`src/rtl/floo_narrow_wide_pkg.sv`:
```
// Flit and link types shared by the narrow/wide endpoint port.
//   floo_*_chan_t : flit payloads (header with last flag + data)
//   floo_*_t      : link bundles (valid, ready, flit)
package floo_narrow_wide_pkg;

    localparam int unsigned DstIdWidth      = 4;
    localparam int unsigned NarrowDataWidth = 32;
    localparam int unsigned WideDataWidth   = 64;

    typedef struct packed {
        logic                  last;
        logic [DstIdWidth-1:0] dst_id;
    } floo_hdr_t;

    typedef struct packed {
        floo_hdr_t                  hdr;
        logic [NarrowDataWidth-1:0] payload;
    } floo_req_chan_t;

    typedef struct packed {
        floo_hdr_t                  hdr;
        logic [NarrowDataWidth-1:0] payload;
    } floo_rsp_chan_t;

    typedef struct packed {
        floo_hdr_t                hdr;
        logic [WideDataWidth-1:0] payload;
    } floo_wide_chan_t;

    typedef struct packed {
        logic           valid;
        logic           ready;
        floo_req_chan_t req;
    } floo_req_t;

    typedef struct packed {
        logic           valid;
        logic           ready;
        floo_rsp_chan_t rsp;
    } floo_rsp_t;

    typedef struct packed {
        logic            valid;
        logic            ready;
        floo_wide_chan_t wide;
    } floo_wide_t;

endpackage

```
`src/rtl/floo_ep_elastic_buf.sv`:
```
// Two-entry elastic buffer (small FIFO) with valid/ready on both sides.
//   valid_i/ready_o/data_i : upstream side; ready_o is "not full" from flops only
//   valid_o/ready_i/data_o : downstream side; valid_o is "not empty"
// Full throughput with one cycle of latency; head data held while stalled.
module floo_ep_elastic_buf #(
    parameter type data_t = logic
) (
    input  logic  clk_i,
    input  logic  rst_ni,
    input  logic  valid_i,
    output logic  ready_o,
    input  data_t data_i,
    output logic  valid_o,
    input  logic  ready_i,
    output data_t data_o
);

    logic [1:0] cnt_q, cnt_d;
    logic       wr_ptr_q, wr_ptr_d;
    logic       rd_ptr_q, rd_ptr_d;
    data_t      mem_q [2];
    data_t      mem_d [2];
    logic       push, pop;

    assign valid_o = (cnt_q != 2'd0);
    assign ready_o = (cnt_q != 2'd2);
    assign data_o  = mem_q[rd_ptr_q];
    assign push    = valid_i && ready_o;
    assign pop     = valid_o && ready_i;

    // Pointer, occupancy and storage update.
    always_comb begin
        mem_d    = mem_q;
        wr_ptr_d = wr_ptr_q;
        rd_ptr_d = rd_ptr_q;
        cnt_d    = cnt_q;
        if (push) begin
            mem_d[wr_ptr_q] = data_i;
            wr_ptr_d        = ~wr_ptr_q;
        end
        if (pop) begin
            rd_ptr_d = ~rd_ptr_q;
        end
        case ({push, pop})
            2'b10:   cnt_d = cnt_q + 2'd1;
            2'b01:   cnt_d = cnt_q - 2'd1;
            default: cnt_d = cnt_q;
        endcase
    end

    always_ff @(posedge clk_i or negedge rst_ni) begin
        if (!rst_ni) begin
            cnt_q    <= 2'd0;
            wr_ptr_q <= 1'b0;
            rd_ptr_q <= 1'b0;
            mem_q[0] <= '0;
            mem_q[1] <= '0;
        end else begin
            cnt_q    <= cnt_d;
            wr_ptr_q <= wr_ptr_d;
            rd_ptr_q <= rd_ptr_d;
            mem_q[0] <= mem_d[0];
            mem_q[1] <= mem_d[1];
        end
    end

endmodule

```
`src/rtl/floo_narrow_wide_ep_port.sv`:
```
// Endpoint side of a narrow/wide router local port.
//   req_*      : local narrow requests  -> floo_req_o (throttled by outstanding limit)
//   rsp_*      : floo_rsp_i             -> local narrow responses
//   wide_*_i   : local wide flits       -> floo_wide_o
//   wide_*_o   : floo_wide_i            -> local wide flits
//   outstanding_o : transactions issued (last req flit) but not closed (last rsp flit)
//   underflow_o   : sticky counter error flag
module floo_narrow_wide_ep_port
    import floo_narrow_wide_pkg::*;
#(
    parameter int unsigned MaxOutstanding = 8,
    parameter int unsigned CntWidth       = $clog2(MaxOutstanding + 1),
    parameter bit          EnLimit        = 1'b1
) (
    input  logic                clk_i,
    input  logic                rst_ni,
    input  logic                req_valid_i,
    output logic                req_ready_o,
    input  floo_req_chan_t      req_i,
    output logic                rsp_valid_o,
    input  logic                rsp_ready_i,
    output floo_rsp_chan_t      rsp_o,
    input  logic                wide_valid_i,
    output logic                wide_ready_o,
    input  floo_wide_chan_t     wide_i,
    output logic                wide_valid_o,
    input  logic                wide_ready_i,
    output floo_wide_chan_t     wide_o,
    output floo_req_t           floo_req_o,
    input  floo_req_t           floo_req_i,
    input  floo_rsp_t           floo_rsp_i,
    output floo_rsp_t           floo_rsp_o,
    output floo_wide_t          floo_wide_o,
    input  floo_wide_t          floo_wide_i,
    output logic [CntWidth-1:0] outstanding_o,
    output logic                underflow_o
);

    localparam logic [CntWidth-1:0] MaxCnt = CntWidth'(MaxOutstanding);

    logic [CntWidth-1:0] cnt_q, cnt_d;
    logic                in_burst_q, in_burst_d;
    logic                underflow_q, underflow_d;

    logic            limit_ok;
    logic            req_buf_ready, req_hs, rsp_hs, inc, dec;
    logic            req_out_valid, wide_out_valid, rsp_buf_ready, wide_in_ready;
    floo_req_chan_t  req_out_data;
    floo_wide_chan_t wide_out_data;
    logic            unused_link_fields;

    // Only the ready of the incoming request link and nothing of the response link's ready is consumed.
    assign unused_link_fields = ^{floo_req_i.valid, floo_req_i.req, floo_rsp_i.ready};

    // Once a burst has started it always completes, so the gate only blocks new transactions.
    assign limit_ok    = !EnLimit || in_burst_q || (cnt_q < MaxCnt);
    assign req_ready_o = req_buf_ready && limit_ok;
    assign req_hs      = req_valid_i && req_ready_o;
    assign rsp_hs      = floo_rsp_i.valid && rsp_buf_ready;
    assign inc         = req_hs && req_i.hdr.last;
    assign dec         = rsp_hs && floo_rsp_i.rsp.hdr.last;

    floo_ep_elastic_buf #(.data_t(floo_req_chan_t)) i_req_buf (
        .clk_i   (clk_i),
        .rst_ni  (rst_ni),
        .valid_i (req_valid_i && limit_ok),
        .ready_o (req_buf_ready),
        .data_i  (req_i),
        .valid_o (req_out_valid),
        .ready_i (floo_req_i.ready),
        .data_o  (req_out_data)
    );

    floo_ep_elastic_buf #(.data_t(floo_wide_chan_t)) i_wide_out_buf (
        .clk_i   (clk_i),
        .rst_ni  (rst_ni),
        .valid_i (wide_valid_i),
        .ready_o (wide_ready_o),
        .data_i  (wide_i),
        .valid_o (wide_out_valid),
        .ready_i (floo_wide_i.ready),
        .data_o  (wide_out_data)
    );

    floo_ep_elastic_buf #(.data_t(floo_rsp_chan_t)) i_rsp_buf (
        .clk_i   (clk_i),
        .rst_ni  (rst_ni),
        .valid_i (floo_rsp_i.valid),
        .ready_o (rsp_buf_ready),
        .data_i  (floo_rsp_i.rsp),
        .valid_o (rsp_valid_o),
        .ready_i (rsp_ready_i),
        .data_o  (rsp_o)
    );

    floo_ep_elastic_buf #(.data_t(floo_wide_chan_t)) i_wide_in_buf (
        .clk_i   (clk_i),
        .rst_ni  (rst_ni),
        .valid_i (floo_wide_i.valid),
        .ready_o (wide_in_ready),
        .data_i  (floo_wide_i.wide),
        .valid_o (wide_valid_o),
        .ready_i (wide_ready_i),
        .data_o  (wide_o)
    );

    // Link bundle assembly.
    always_comb begin
        floo_req_o        = '0;
        floo_req_o.valid  = req_out_valid;
        floo_req_o.req    = req_out_data;
        floo_rsp_o        = '0;
        floo_rsp_o.ready  = rsp_buf_ready;
        floo_wide_o       = '0;
        floo_wide_o.valid = wide_out_valid;
        floo_wide_o.wide  = wide_out_data;
        floo_wide_o.ready = wide_in_ready;
    end

    // Outstanding counter, burst tracking and sticky error.
    always_comb begin
        cnt_d       = cnt_q;
        in_burst_d  = in_burst_q;
        underflow_d = underflow_q;
        if (req_hs) begin
            in_burst_d = !req_i.hdr.last;
        end
        case ({inc, dec})
            2'b11: begin
                // A close at zero is absorbed by the simultaneous issue.
                if (cnt_q == '0) cnt_d = CntWidth'(1);
            end
            2'b10: begin
                if (cnt_q == MaxCnt) underflow_d = 1'b1;
                else                 cnt_d       = cnt_q + CntWidth'(1);
            end
            2'b01: begin
                if (cnt_q == '0) underflow_d = 1'b1;
                else             cnt_d       = cnt_q - CntWidth'(1);
            end
            default: ;
        endcase
    end

    always_ff @(posedge clk_i or negedge rst_ni) begin
        if (!rst_ni) begin
            cnt_q       <= '0;
            in_burst_q  <= 1'b0;
            underflow_q <= 1'b0;
        end else begin
            cnt_q       <= cnt_d;
            in_burst_q  <= in_burst_d;
            underflow_q <= underflow_d;
        end
    end

    assign outstanding_o = cnt_q;
    assign underflow_o   = underflow_q;

endmodule

```
`config.mk`:
```
export PLATFORM = sky130hd
export DESIGN_NAME = floo_narrow_wide_ep_port
export DESIGN_NICKNAME = d
export VERILOG_FILES = /design/src/rtl/floo_narrow_wide_pkg.sv /design/src/rtl/floo_ep_elastic_buf.sv /design/src/rtl/floo_narrow_wide_ep_port.sv
export SDC_FILE = /design/constraint.sdc
export NUM_CORES = 1
export LEC_CHECK = 0
export CORE_ASPECT_RATIO = 0.8
export CORE_MARGIN = 4
export CORE_UTILIZATION = 35
export CTS_BUF_LIST = sky130_fd_sc_hd__clkbuf_8
export DETAILED_ROUTE_END_ITERATION = 10
export SETUP_SLACK_MARGIN = 0.1
export SYNTH_ARGS = -nofsm -noshare
export SYNTH_HDL_FRONTEND = slang
export SYNTH_HIERARCHICAL = 1
export SYNTH_SLANG_ARGS = --single-unit
```
`constraint.sdc`:
```
create_clock -name clk_i -period 2.8 [get_ports clk_i]
set_clock_uncertainty 0.2 [all_clocks]
set_input_delay 0.56 -clock clk_i [delete_from_list [all_inputs] [get_ports clk_i]]
set_output_delay 0.56 -clock clk_i [all_outputs]
set_load 0.01 [all_outputs]
```
# [Yosys cells after proc, flatten, opt, wreduce, memory -nomap -nowiden]
# Cells that the tools add are included.
# W data, S select, Z words.
[classes] add_sub_neg=10 n_lt_le_gt_ge=13 eq_ne=21 mux=35 n_bitwise=16 reduce_logical=32
[op_table] op="$mux W69" count=8
[op_table] op="$mux W37" count=8
[op_table] op="$bwmux W138" count=2
[op_table] op="$bwmux W74" count=2
[op_table] op="$demux W69 S1" count=2
[op_table] op="$demux W37 S1" count=2
[op_table] op="$ne A2 B2 Y1 const B" count=9
[op_table] op="$reduce_bool A2 Y1" count=9
[op_table] op="$logic_and A1 B1 Y1" count=17
[op_table] op="$ge A2 B2 Y1 const B" count=8
[op_table] op="$not A1 Y2" count=8
[op_table] op="$pmux W2 S2" count=4
[op_table] op="$eq A2 B2 Y1 const B" count=6
[op_table] op="$mux W4" count=3
[op_table] op="$pmux W4 S3" count=1
[op_table] op="$eq A2 B1 Y1 const B" count=5
[op_table] op="$add A2 B1 Y2 const B" count=4
[op_table] op="$lt A2 B1 Y1 const B" count=4
[op_table] op="$not A1 Y1" count=8
[op_table] op="$sub A2 B1 Y2 const B" count=4
[op_table] op="$add A4 B1 Y4 const B" count=1
[op_table] op="$eq A4 B4 Y1 const B" count=1
[op_table] op="$logic_not A4 Y1" count=1
[op_table] op="$lt A4 B4 Y1 const B" count=1
[op_table] op="other kinds (8)" count=9
[word_totals] ff_bits=446 in_bits=261 out_inout_bits=264

# [Logic depth before layout (Yosys ltp)]
# Gate-level depths: netlist (run 1).
[logic_depth] ltp_word=8 depth_mapped=10 ltp_nobuf=10

# [By module]
# Netlist (run 1), hierarchy kept.
[modules_own_cells] module="floo_ep_elastic_buf at i_req_buf ..." instances=2 cells_per_inst=214 area_each_um2=3707.3
[modules_own_cells] module="floo_ep_elastic_buf at i_wide_in_buf" instances=1 cells_per_inst=386 area_each_um2=6258.5
[modules_own_cells] module="floo_ep_elastic_buf at i_wide_out_buf" instances=1 cells_per_inst=386 area_each_um2=6254.7
[modules_own_cells] module="floo_narrow_wide_ep_port" instances=1 cells_per_inst=99 area_each_um2=854.6

# [Least setup slack after synthesis (run 1)]
# No wires, ideal clock.
[synth_timing] kind="reg-to-reg" start="register cnt_q[3], in the netlist outstanding_o[3]" end="register cnt_q[3], in the netlist outstanding_o[3]" setup_time_ns=0.124 arrival_ns=2.215 path_slack_ns=0.261 stages_incl_launch_ff=10 path_buffers=0 path_cell_list="dfrtp_1 > nand2b_1 > and2_1 > nand3_1 > ha_1 > ha_1 > o211a_1 > a211oi_1 > o2111a_1 > a211o_1"
[synth_between] elab_chain_len=8 elab_cells_between_ends=20 classes_between="add/sub: 2; order compare: 1; eq/ne: 7; mux: 3; reduce/logical: 7"
[synth_rtl] element="start, declared" line_no="floo_narrow_wide_ep_port.sv:41" source="logic [CntWidth-1:0] cnt_q, cnt_d;"
[synth_rtl] element="start signal, assigned" line_no="floo_narrow_wide_ep_port.sv:151" source="cnt_q <= cnt_d;"
[synth_rtl] element="$lt A4 B4 Y1" line_no="floo_narrow_wide_ep_port.sv:56" source="assign limit_ok = !EnLimit || in_burst_q || (cnt_q < MaxCnt);"
[synth_rtl] element="$logic_or A1 B1 Y1" line_no="floo_narrow_wide_ep_port.sv:56"
[synth_rtl] element="$logic_and A1 B1 Y1" line_no="floo_narrow_wide_ep_port.sv:57" source="assign req_ready_o = req_buf_ready && limit_ok;"
[synth_rtl] element="$logic_and A1 B1 Y1" line_no="floo_narrow_wide_ep_port.sv:58" source="assign req_hs = req_valid_i && req_ready_o;"
[synth_rtl] element="$logic_and A1 B1 Y1" line_no="floo_narrow_wide_ep_port.sv:60" source="assign inc = req_hs && req_i.hdr.last;"
[synth_rtl] element="$eq A2 B2 Y1 or $eq A2 B1 Y1 (tied branches)" line_no="floo_narrow_wide_ep_port.sv:128" source="case ({inc, dec})"
[synth_rtl] element="$ne A2 B2 Y1 (no line) or $reduce_bool A3 Y1 (tied branches)"
[synth_rtl] element="$reduce_and A4 Y1 (no line)"
# Parallel ways exist; a longest one is shown, timed or not. The select of a mux whose other input is x is not followed.
# A chain may end at the register's enable or synchronous reset.

==> metrics, run 1 <==
XOR/XNOR Fraction of Synth Area 0.927%; Setup WS pre-CTS -176 ps; CP Max Fanout 6; Post-layout nets 2148; distinct cell type count after synthesis 39; synthesized area a little over 20000 µm²; Worst-path clk slew ~60 ps; Placer Congestion 0.768; Synth Warn # 6; class of the worst hold path input port to async pin; clk buf depth 3; Worst path depth 6; DR WL met2 ~27000 µm; pwr/cell area around 1300 nW/µm²; Pre-antenna DRT Iters 4; Yosys reg bits 446; Setup TNS Final 0 ps; R2R setup slack around 350 ps; Synth Area in Simple Gates between 1.5 and 2%; Synth Area in Compound Gates less than 1%; placed inst area approximately 26000 µm²; drt total wl approximately 56000 µm; main combinational cell family by area after synthesis multiplexers; Slew headroom 65.3%; Max stage delay on crit path between 400 and 500 ps; Area contributors post-synth dfrtp_1, mux2_2, mux2_4; ANT nets after route 0; die width ~280 µm; CP Cell Sequence buf_12 > buf_16 > buf_12 > buf_6 > mux2_4 > buf_6; Synth Flop Type dfrtp_1; Reg-to-Reg Start outstanding_o[3]$_DFFE_PN0P_; die height ~230 µm; max-slew violations 0; adder-cell area share of the yosys netlist less than 1%; Worst setup startpoint i_req_buf/rd_ptr_q$_DFFE_PN0P_; fmax between 0.3 and 0.4 GHz; Worst setup EP type primary output; status complete, no violations; leading area contributor after synthesis dfrtp_1; Placed Instances about 2500; Startpoint Class flip-flop; Post-synth EDFFs 0; delay-heaviest family, CP buffers and inverters; core footprint between 50000 and 60000 µm²; endpoints failing setup 0; Tcrit/Tclk final between 90% and 100%; final hold slack between 200 and 250 ps; cells after synthesis between 1000 and 1500; worst path bufs/invs 5; Hold Vio Cnt, Final 0; R2R Path End outstanding_o[3]$_DFFE_PN0P_; Peak supply drop ~0.00054 V; HPWL Detailed ~36000 µm; share of cells above drive strength 1 approximately 57%; Met3 Wirelength between 3000 and 4000 µm; arrival time at the worst endpoint roughly 2000 ps; Design Area, Final roughly 30000 µm²; largest net degree at the start of global routing 58; Crit Path Class flip-flop to primary output; worst path required time slightly above 2000 ps; Num CTS Buffers 78; IO buf count 446; WL/cell 20.5 µm; max-cap violations 0; die area about 63000 µm²; Starting Density 35.6%; most common cell in the netlist mux2_2; first-pass GRT wire length roughly 84000 µm; Leakage roughly 0.013 µW; Rows 79; Final Worst Setup Slack around 67 ps; non-filler cells, final about 2700; top cells by count, synth mux2_2, dfrtp_1, mux2_4; I/O Pins around 530; total congestion overflow 0; Avg Cell Area, Syn about 16 µm²; Reg2Reg Depth 9; # DRC 0; H-Tree Depth 3; CTS tree built; clock latency on the worst-skew pair 640 ps; gr usage total between 10% and 20%; max layer used met5; clock sinks 446; clock root buffer clkbuf_8; vias in the first global route ~14000; vias per inst 4.62; initial antenna violation count 10; Via Count 12500; Iteration-0 DRC Markers between 400 and 500; Worst Tran Pin Value about 520 ps; Min Clock Period, post-route roughly 2700 ps; RSZ-0062 raised after global routing true; Slowest-stage cell, CP dfrtp_2; part of the Yosys area used for sequential elements about 54%; asr flop ratio synth 100%; area grow syn2layout 40.3%; multiplexer share of the synthesized area 37.6%; share of the synthesized area in the top cell type 53.7%; M1 WL between 20000 and 25000 µm
where the power goes:
group / internal [µW] / leakage (µW) / switching [µW] / total, µW
clock network: 3300 / 0.000908 / 2740 / 6040
registers: 9810 / 0.00524 / 1810 / 11600
logic: 13300 / 0.00706 / 7910 / 21200
kinds of logic (layout without fill, tap and decap cells):
group | Yosys count | in the layout
DFF | 446 | 446
buffers and inverters | 118 | 714
and+or+nand+nor | 49 | 49
other | 1 | 45
adders and majority gates | 11 | 11
muxes | 640 | 640
xor gates and xnor gates | 22 | 22
AOI/OAI and AO/OA | 12 | 12
routing by layer:
metal  vias up  GRT usage [%]
met1      6392           21.5
li1       5710              -
met2       314           27.9
met3        98           5.83
met5         -              0
met4        10           5.07
worst register-to-register path, stage by stage, from the launching register on:
cell and delay (ps):
dfrtp_1 400, nand2b_1 110, and2_1 150, nand3_1 130, ha_1 250, ha_1 340, o211a_1 130, a211oi_1 280
nor4b_1 100, a211o_1 230
cells in the final DEF (no fill, tap or decap), types with 7 or more instances in the layout:
cell type,n
ha_1,11
inv_1,28
and2_1,7
buf_6,164
xnor2_1,12
buf_12,37
xor2_1,10
clkbuf_2,12
clkbuf_8,96
mux2_2,362
dfrtp_1,442
buf_16,14
nor2_1,8
conb_1,39
buf_4,45
buf_8,10
buf_2,50
mux2_4,276
clkdlybuf4s50_1,227
dlygate4sd2_1,7
worst max path at each step:
stage | to | slack, ps
2_1_floorplan | outstanding_o[3]$_DFFE_PN0P_ | 260
3_3_place_gp | outstanding_o[3]$_DFFE_PN0P_ | -120
3_5_place_dp | outstanding_o[3]$_DFFE_PN0P_ | -180
4_1_cts | wide_o[11] | -80
5_1_grt | floo_req_o[3] | -40
6_report | floo_req_o[3] | 70
cell type report:
type	instances	area, µm²
antenna	6	15.0
fill	5010	29300
multi-input combinational	773	9150
inverter	2	7.51
clock inverter	41	270
tap	769	962
timing repair buffer	575	6260
clock buffer	96	1320
sequential	446	11200
timing repair:
action / CTS / global route
gates cloned: 19 / 4
setup buffers: 58 / 7
resized for setup: 996 / 221
endpoints found under the setup margin: 217 / 167
endpoints found under the hold margin: 246 / 0
hold buffers: 1 / 0
flip-flops by register name, indices dropped and copies added (netlist names), 2 cells and up:
register              flops
i_wide_in_buf/mem_q     138
i_req_buf/mem_q          74
i_rsp_buf/cnt_q           2
i_wide_in_buf/cnt_q       2
i_wide_out_buf/mem_q    138
i_wide_out_buf/cnt_q      2
i_req_buf/cnt_q           2
i_rsp_buf/mem_q          74
outstanding_o             4
stage by stage:
stage               power, µW  utilization (%)
floorplan               22300                -
global placement        29600             44.5
detailed placement      30000             44.5
CTS                     37900             48.9
global route            41100             49.9
finish                  38900             49.9
Note: power is estimated with default switching activity, not from simulation.
==> inputs of run 2 (changes only) <==
--- a/config.mk
+++ b/config.mk
@@ -8,7 +8,7 @@
 export CORE_ASPECT_RATIO = 0.8
 export CORE_MARGIN = 4
 export CORE_UTILIZATION = 35
-export CTS_BUF_LIST = sky130_fd_sc_hd__clkbuf_8
+export CTS_BUF_LIST = sky130_fd_sc_hd__clkbuf_4 sky130_fd_sc_hd__clkbuf_8
 export DETAILED_ROUTE_END_ITERATION = 10
 export SETUP_SLACK_MARGIN = 0.1
 export SYNTH_ARGS = -nofsm -noshare
==> constraint.sdc (replaced) <==
create_clock -name clk_i -period 2.8 [get_ports clk_i]
set_clock_uncertainty 0.2 [all_clocks]
set_input_delay 0.56 -clock clk_i [delete_from_list [all_inputs] [get_ports clk_i]]
set_output_delay 0.56 -clock clk_i [all_outputs]
set_load 0.005 [all_outputs]
==> run 2 against run 1 <==
Net effect:
- via count up 2.2%
- largest cell class unchanged
- fmax down 1.7%
- first-iteration DRC count down 6.8%
- worst hold slack worse by 15 ps
- cell count up 1.6%
- clock power up 2%
- non-clock buffer count up 48
- critical path depth unchanged
- utilization up 0.96 points
- design area up 1.9%
- flip-flop and latch count unchanged
==> metrics, run 2 (synthesis gave the netlist of run 1 again) <==
Pint 27100 µW; Worst Tran Pin Value about 540 ps; area grow syn2layout 43.0%; Worst-path clk slew roughly 60 ps; Worst setup EP type primary output; Hold Vio Cnt, Final 0; Slew headroom 64.2%; vias in the first global route approximately 14000; Starting Density approximately 36%; # DRC 0; fmax 0.360 GHz; Startpoint Class flip-flop; max-cap violations 0; total congestion overflow 0; flip-flop and latch area about 11000 µm²; Num CTS Buffers 78; clk buf depth 3; Leakage approximately 0.013 µW; first-pass GRT wire length around 84000 µm; Clock power frac 15.9%; HPWL Detailed about 36000 µm; Flop pwr share a little under a third; share of cells above drive strength 1 ~60%; Rows slightly below 80; Post-layout nets approximately 2200; H-Tree Depth 3; worst path required time slightly above 2000 ps; clock latency on the worst-skew pair between 600 and 700 ps; filler cell count 4912; fin util about half; CP Max Fanout 3; I/O Pins ~530; Iteration-0 DRC Markers around 410; gr usage total between 15 and 20%; Net Switching ~12000 µW; ANT nets after route 0; die width 280 µm; most frequent cells in the layout dfrtp_1, mux2_2, mux2_4, clkdlybuf4s50_1, buf_6; drt total wl between 50000 and 60000 µm; status complete, no violations; WL/cell 20.4 µm; arrival time at the worst endpoint between 2000 and 2500 ps; non-filler cells, final between 2000 and 3000; CTS tree built; switching share of power between 30% and 40%; Min Clock Period, post-route approximately 2800 ps; endpoints failing setup 0; multi-input logic area approximately 9000 µm²; die height ~230 µm; Pre-antenna DRT Iters 4; max-slew violations 0; Final Worst Setup Slack 18.8 ps; class of the worst hold path input port to async pin; Placed Instances ~2500; core footprint 58400 µm²; Peak supply drop approximately 0.00060 V; Comb pwr share a little over half; clock sinks about 450; Via Count about 13000; vias per inst between 4 and 5; Crit Path Class flip-flop to primary output; IO buf count approximately 450; RSZ-0062 raised after global routing true; largest net degree at the start of global routing about 100; Setup WS pre-CTS -199 ps; Regs by FF count i_wide_in_buf/mem_q (138), i_wide_out_buf/mem_q (138); Placer Congestion between 0.7 and 0.8; die area 63400 µm²; commonest non-fill, non-tap cell in the layout dfrtp_1; pwr/cell area 1310 nW/µm²; initial antenna violation count 7; Tcrit/Tclk final 99.3%; clock root buffer clkbuf_8
## run 2: layout make-up
cell class / count / share of cell area [%]
clock inverter: 12 / 0.350
tap: 769 / 3.24
inverter: 2 / 0.0253
clock buffer: 123 / 5.09
sequential: 446 / 37.6
antenna: 3 / 0.0253
multi-input combinational: 773 / 30.8
timing repair buffer: 623 / 22.9
## run 2: timing repair
action                     in CTS  in global routing
gates cloned                   20                  3
setup buffers                  89                 30
hold endpoints to repair      114                  0
setup endpoints to repair     216                194
hold buffers                    1                  0
gates resized for setup       918                258
## run 2: critical path, cell delays in order (launching register included)
cell and delay (ps):
dfrtp_2 440, buf_6 150, buf_12 130, buf_16 130, buf_12 120, mux2_4 290, buf_6 120
## run 2: per-layer routing
metal / share of wire, % / track usage, % / vias to the layer above / wire length (µm)
li1: - / - / 5802 / -
met1: 41 / 20.8 / 6580 / 23300
met2: 49 / 28.4 / 327 / 27500
met3: 7.6 / 6.23 / 83 / 4280
met4: 1.9 / 5.13 / 8 / 1080
met5: 0.093 / 0 / - / 52
## run 2: metrics by stage
step	cell area, µm²	total power (µW)	TNS (ps)	hold slack (ps)
2_1_floorplan	20900	21300	0	64.4
3_5_place_dp	26000	29000	-289	274
6_report	29700	38800	0	225
5_1_grt	29700	41100	-1080	188
4_1_cts	29000	37700	-3900	153
3_3_place_gp	26000	28700	-233	266
## run 2: path summary, 6_finish.rpt
| path | startpoint | endpoint | slack (ps) | cells past startpoint |
|---|---|---|---|---|
| min reg2reg | in_burst_q$_DFFE_PN0N_ | in_burst_q$_DFFE_PN0N_ | 280 | 2 |
| min in group clk_i | in_burst_q$_DFFE_PN0N_ | in_burst_q$_DFFE_PN0N_ | 280 | 2 |
| max in group asynchronous | rst_ni | i_wide_out_buf/mem_q[77]$_DFFE_PN0P_ | 1260 | 3 |
| max | i_wide_in_buf/rd_ptr_q$_DFFE_PN0P_ | wide_o[40] | 20 | 6 |
| min | rst_ni | i_wide_in_buf/mem_q[123]$_DFFE_PN0P_ | 230 | 2 |
| max reg2reg | outstanding_o[3]$_DFFE_PN0P_ | outstanding_o[3]$_DFFE_PN0P_ | 310 | 9 |
## run 2: power groups by stage
| stage | sequential [µW] | clock (µW) | combinational [µW] |
|---|---|---|---|
| detailed placement | 11600 | 0 | 17400 |
| finish | 11600 | 6190 | 21000 |
| global placement | 11400 | 0 | 17300 |
| floorplan | 11000 | 0 | 10300 |
| CTS | 11600 | 6450 | 19700 |
| global route | 12100 | 6740 | 22300 |
==> inputs of run 3 (changes only) <==
--- a/config.mk
+++ b/config.mk
@@ -5,11 +5,13 @@
 export SDC_FILE = /design/constraint.sdc
 export NUM_CORES = 1
 export LEC_CHECK = 0
+export ABC_AREA = 1
 export CORE_ASPECT_RATIO = 0.8
 export CORE_MARGIN = 4
 export CORE_UTILIZATION = 35
 export CTS_BUF_LIST = sky130_fd_sc_hd__clkbuf_4 sky130_fd_sc_hd__clkbuf_8
 export DETAILED_ROUTE_END_ITERATION = 10
+export PLACE_DENSITY = 0.71
 export SETUP_SLACK_MARGIN = 0.1
 export SYNTH_ARGS = -nofsm -noshare
 export SYNTH_HDL_FRONTEND = slang
==> constraint.sdc (replaced) <==
create_clock -name clk_i -period 2.55 [get_ports clk_i]
set_clock_uncertainty 0.2 [all_clocks]
set_input_delay 0.51 -clock clk_i [delete_from_list [all_inputs] [get_ports clk_i]]
set_output_delay 0.51 -clock clk_i [all_outputs]
set_load 0.005 [all_outputs]
==> run 3 against run 2 <==
Net effect:
- the run now ends with negative setup slack left
- non-clock buffer count is 61 higher
- via count grew 70%
- worst setup slack worse by 74 ps
- clock power increased by 14%
- power rose by 16%
==> metrics, run 3 <==
ANT nets after route 0; Worst setup startpoint i_wide_out_buf/rd_ptr_q$_DFFE_PN0P_; Worst setup EP type primary output; drt total wl between 70000 and 80000 µm; crit path capture floo_wide_o[47]; Reg2Reg Depth 13; final hold slack approximately 140 ps; leading area contributor after synthesis dfrtp_1; # DRC 0; most common cell in the netlist nand2_1; switching share of power about 42%; most frequent cells in the layout nand2_1, dfrtp_1, nand4_1, nand2_2, clkdlybuf4s50_1; share of the synthesized area in the top cell type 51.1%; Synth Warn # 6; R2R setup slack approximately 330 ps; arrival time at the worst endpoint 1890 ps; clock sinks between 400 and 500; WL/cell between 15 and 20 µm; IO buf count roughly 450; Slew headroom between 40% and 50%; synthesized area 21900 µm²; endpoints failing setup 31; share of cells above drive strength 1 between 30% and 40%; R2R Path End outstanding_o[2]$_DFFE_PN0P_; Setup TNS Final -930 ps; top cells by count, synth nand2_1, dfrtp_1, nand4_1; fin util 53.0%; Post-layout nets 3600; area grow syn2layout 49.2%; Design Area, Final around 33000 µm²; pwr/cell area roughly 1400 nW/µm²; status finished with violations; Worst-path clk slew 70 ps; die width roughly 290 µm; cells after synthesis approximately 2800; H-Tree Depth 3; Synth Flop Type dfrtp_1; M1 WL ~31000 µm; asr flop ratio synth 100%; die height around 230 µm; max-cap violations 0; Area contributors post-synth dfrtp_1, nand2_1, nand4_1; HPWL Detailed 42000 µm; vias in the first global route between 20000 and 25000; Comb pwr share ~55%; placed inst area approximately 27000 µm²; initial antenna violation count 7; RSZ-0062 raised after global routing true; Iteration-0 DRC Markers between 1500 and 2000; Avg Cell Area, Syn 7.80 µm²; Min Clock Period, post-route 2600 ps; distinct cell type count after synthesis 28; Hold Vio Cnt, Final 0; CP Cell Sequence buf_12 > inv_16 > buf_12 > buf_12 > buf_16 > nand2_2 > nand2_1 > buf_2; Startpoint Class flip-flop; Met3 Wirelength around 5300 µm; vias per inst between 5 and 6; Tcrit/Tclk final 102%; I/O Pins between 500 and 600; clock latency on the worst-skew pair 650 ps; Peak supply drop about 0.00077 V; clk buf depth 3; first-pass GRT wire length 116000 µm; Reg-to-Reg Start i_req_buf/cnt_q[1]$_DFFE_PN0P_; part of the Yosys area used for sequential elements between 50% and 60%; Post-synth EDFFs 0; gr usage total between 20% and 30%; Slowest-stage cell, CP dfrtp_2; Final Worst Setup Slack -55.0 ps; fmax 0.384 GHz; Pre-antenna DRT Iters 5; Pint 26000 µW; DR WL met2 about 37000 µm; Clock power frac between 10% and 20%; CP Max Fanout 6; class of the worst hold path input port to flip-flop; Max stage delay on crit path 430 ps; die area about 67000 µm²; Placer Congestion between 0.7 and 0.8; Most common cell on crit path buf_12; total power 44900 µW; Flop pwr share between 20% and 30%; Num CTS Buffers 76; clock root buffer clkbuf_8; violated checks negative setup slack; Via Count between 20000 and 25000; worst path required time between 1500 and 2000 ps; Leakage between 0.015 and 0.02 µW; Crit Path Class flip-flop to primary output; max-slew violations 0; max layer used met4; commonest non-fill, non-tap cell in the layout nand2_1; Yosys reg bits approximately 450; total congestion overflow 0; core footprint ~62000 µm²; Starting Density between 30% and 40%; Rows 81; largest net degree at the start of global routing a little over 100; Regs by FF count i_wide_in_buf/mem_q (138), i_wide_out_buf/mem_q (138); Worst Tran Pin Value between 800 and 900 ps; Net Switching about 19000 µW; CTS tree built
-- run 3: cell types whose count changed after synthesis, moves of 15 or more --
cell / previous run / this run
inv_1: 2 / 32
buf_12: 16 / 0
buf_2: 9 / 118
nand4_1: 0 / 428
nand2_1: 6 / 1547
mux2_4: 160 / 0
mux2_2: 478 / 0
clkbuf_1: 15 / 57
buf_4: 63 / 78
-- run 3: power by group through the flow --
stage	Combinational [µW]	Clock [µW]	Sequential (µW)
detailed placement	18100	0	12400
finish	24800	7030	13100
floorplan	9990	0	11900
global route	26700	7520	13500
CTS	21700	7190	12500
global placement	17900	0	12200
-- run 3: kinds of logic after synthesis --
| family | after synthesis | synth area share (%) |
|---|---|---|
| AOI/OAI and AO/OA | 6 | 0.155 |
| buffers and inverters | 317 | 7.73 |
| DFF | 446 | 51.1 |
| xor gates and xnor gates | 6 | 0.240 |
| adders and majority gates | 11 | 0.630 |
| and+or+nand+nor | 2014 | 40.2 |
| other | 1 | 0.0172 |
-- run 3: area by class of cell --
class / instances / area, µm²
Tap cell: 830 / 1040
Inverter: 44 / 194
Timing Repair Buffer: 684 / 7580
Sequential cell: 446 / 11200
Fill cell: 5416 / 28900
Clock buffer: 119 / 1480
Multi-Input combinational cell: 2076 / 11000
Clock inverter: 13 / 165
Antenna cell: 8 / 20.0
-- run 3: layer usage --
| layer | track usage [%] | vias up |
|---|---|---|
| met5 | 0 | - |
| met4 | 10.2 | 0 |
| met3 | 4.27 | 206 |
| met2 | 34.5 | 896 |
| met1 | 28.8 | 10500 |
| li1 | - | 10200 |
-- run 3: worst max-delay path: cells and delay by family (launching register included) --
family | cells | cell delay, ps
and+or+nand+nor | 2 | 120
buffers and inverters | 6 | 690
DFF | 1 | 430
-- run 3: how the worst min path moves through the flow --
stage / cells past startpoint / end / startpoint / slack (ps)
after floorplan: 0 / i_req_buf/cnt_q[0]$_DFFE_PN0P_ / rst_ni / 10
after global placement: 2 / i_wide_in_buf/mem_q[67]$_DFFE_PN0P_ / i_wide_in_buf/mem_q[67]$_DFFE_PN0P_ / 250
after detailed placement: 2 / i_wide_out_buf/mem_q[37]$_DFFE_PN0P_ / i_wide_out_buf/mem_q[37]$_DFFE_PN0P_ / 260
after CTS: 3 / i_wide_in_buf/mem_q[28]$_DFFE_PN0P_ / floo_wide_i[70] / 40
after global routing: 3 / i_wide_in_buf/mem_q[111]$_DFFE_PN0P_ / floo_wide_i[70] / 70
final: 3 / i_wide_in_buf/mem_q[110]$_DFFE_PN0P_ / floo_wide_i[70] / 140
-- run 3: metrics by stage --
stage	cells	worst slack, ps
2_1_floorplan	2839	218
3_5_place_dp	3929	-109
4_1_cts	4197	-173
5_1_grt	4219	-146
6_report	4220	-55.0
3_3_place_gp	3929	-82.3
-- run 3: what timing repair did --
item                                    4_1_cts  5_1_grt
resized for setup                          1215      468
pin swaps                                    90      123
cloned                                       36        6
hold buffers                                  2        0
setup buffers                               101       23
hold endpoints to repair                     60        0
endpoints found under the setup margin      224      218
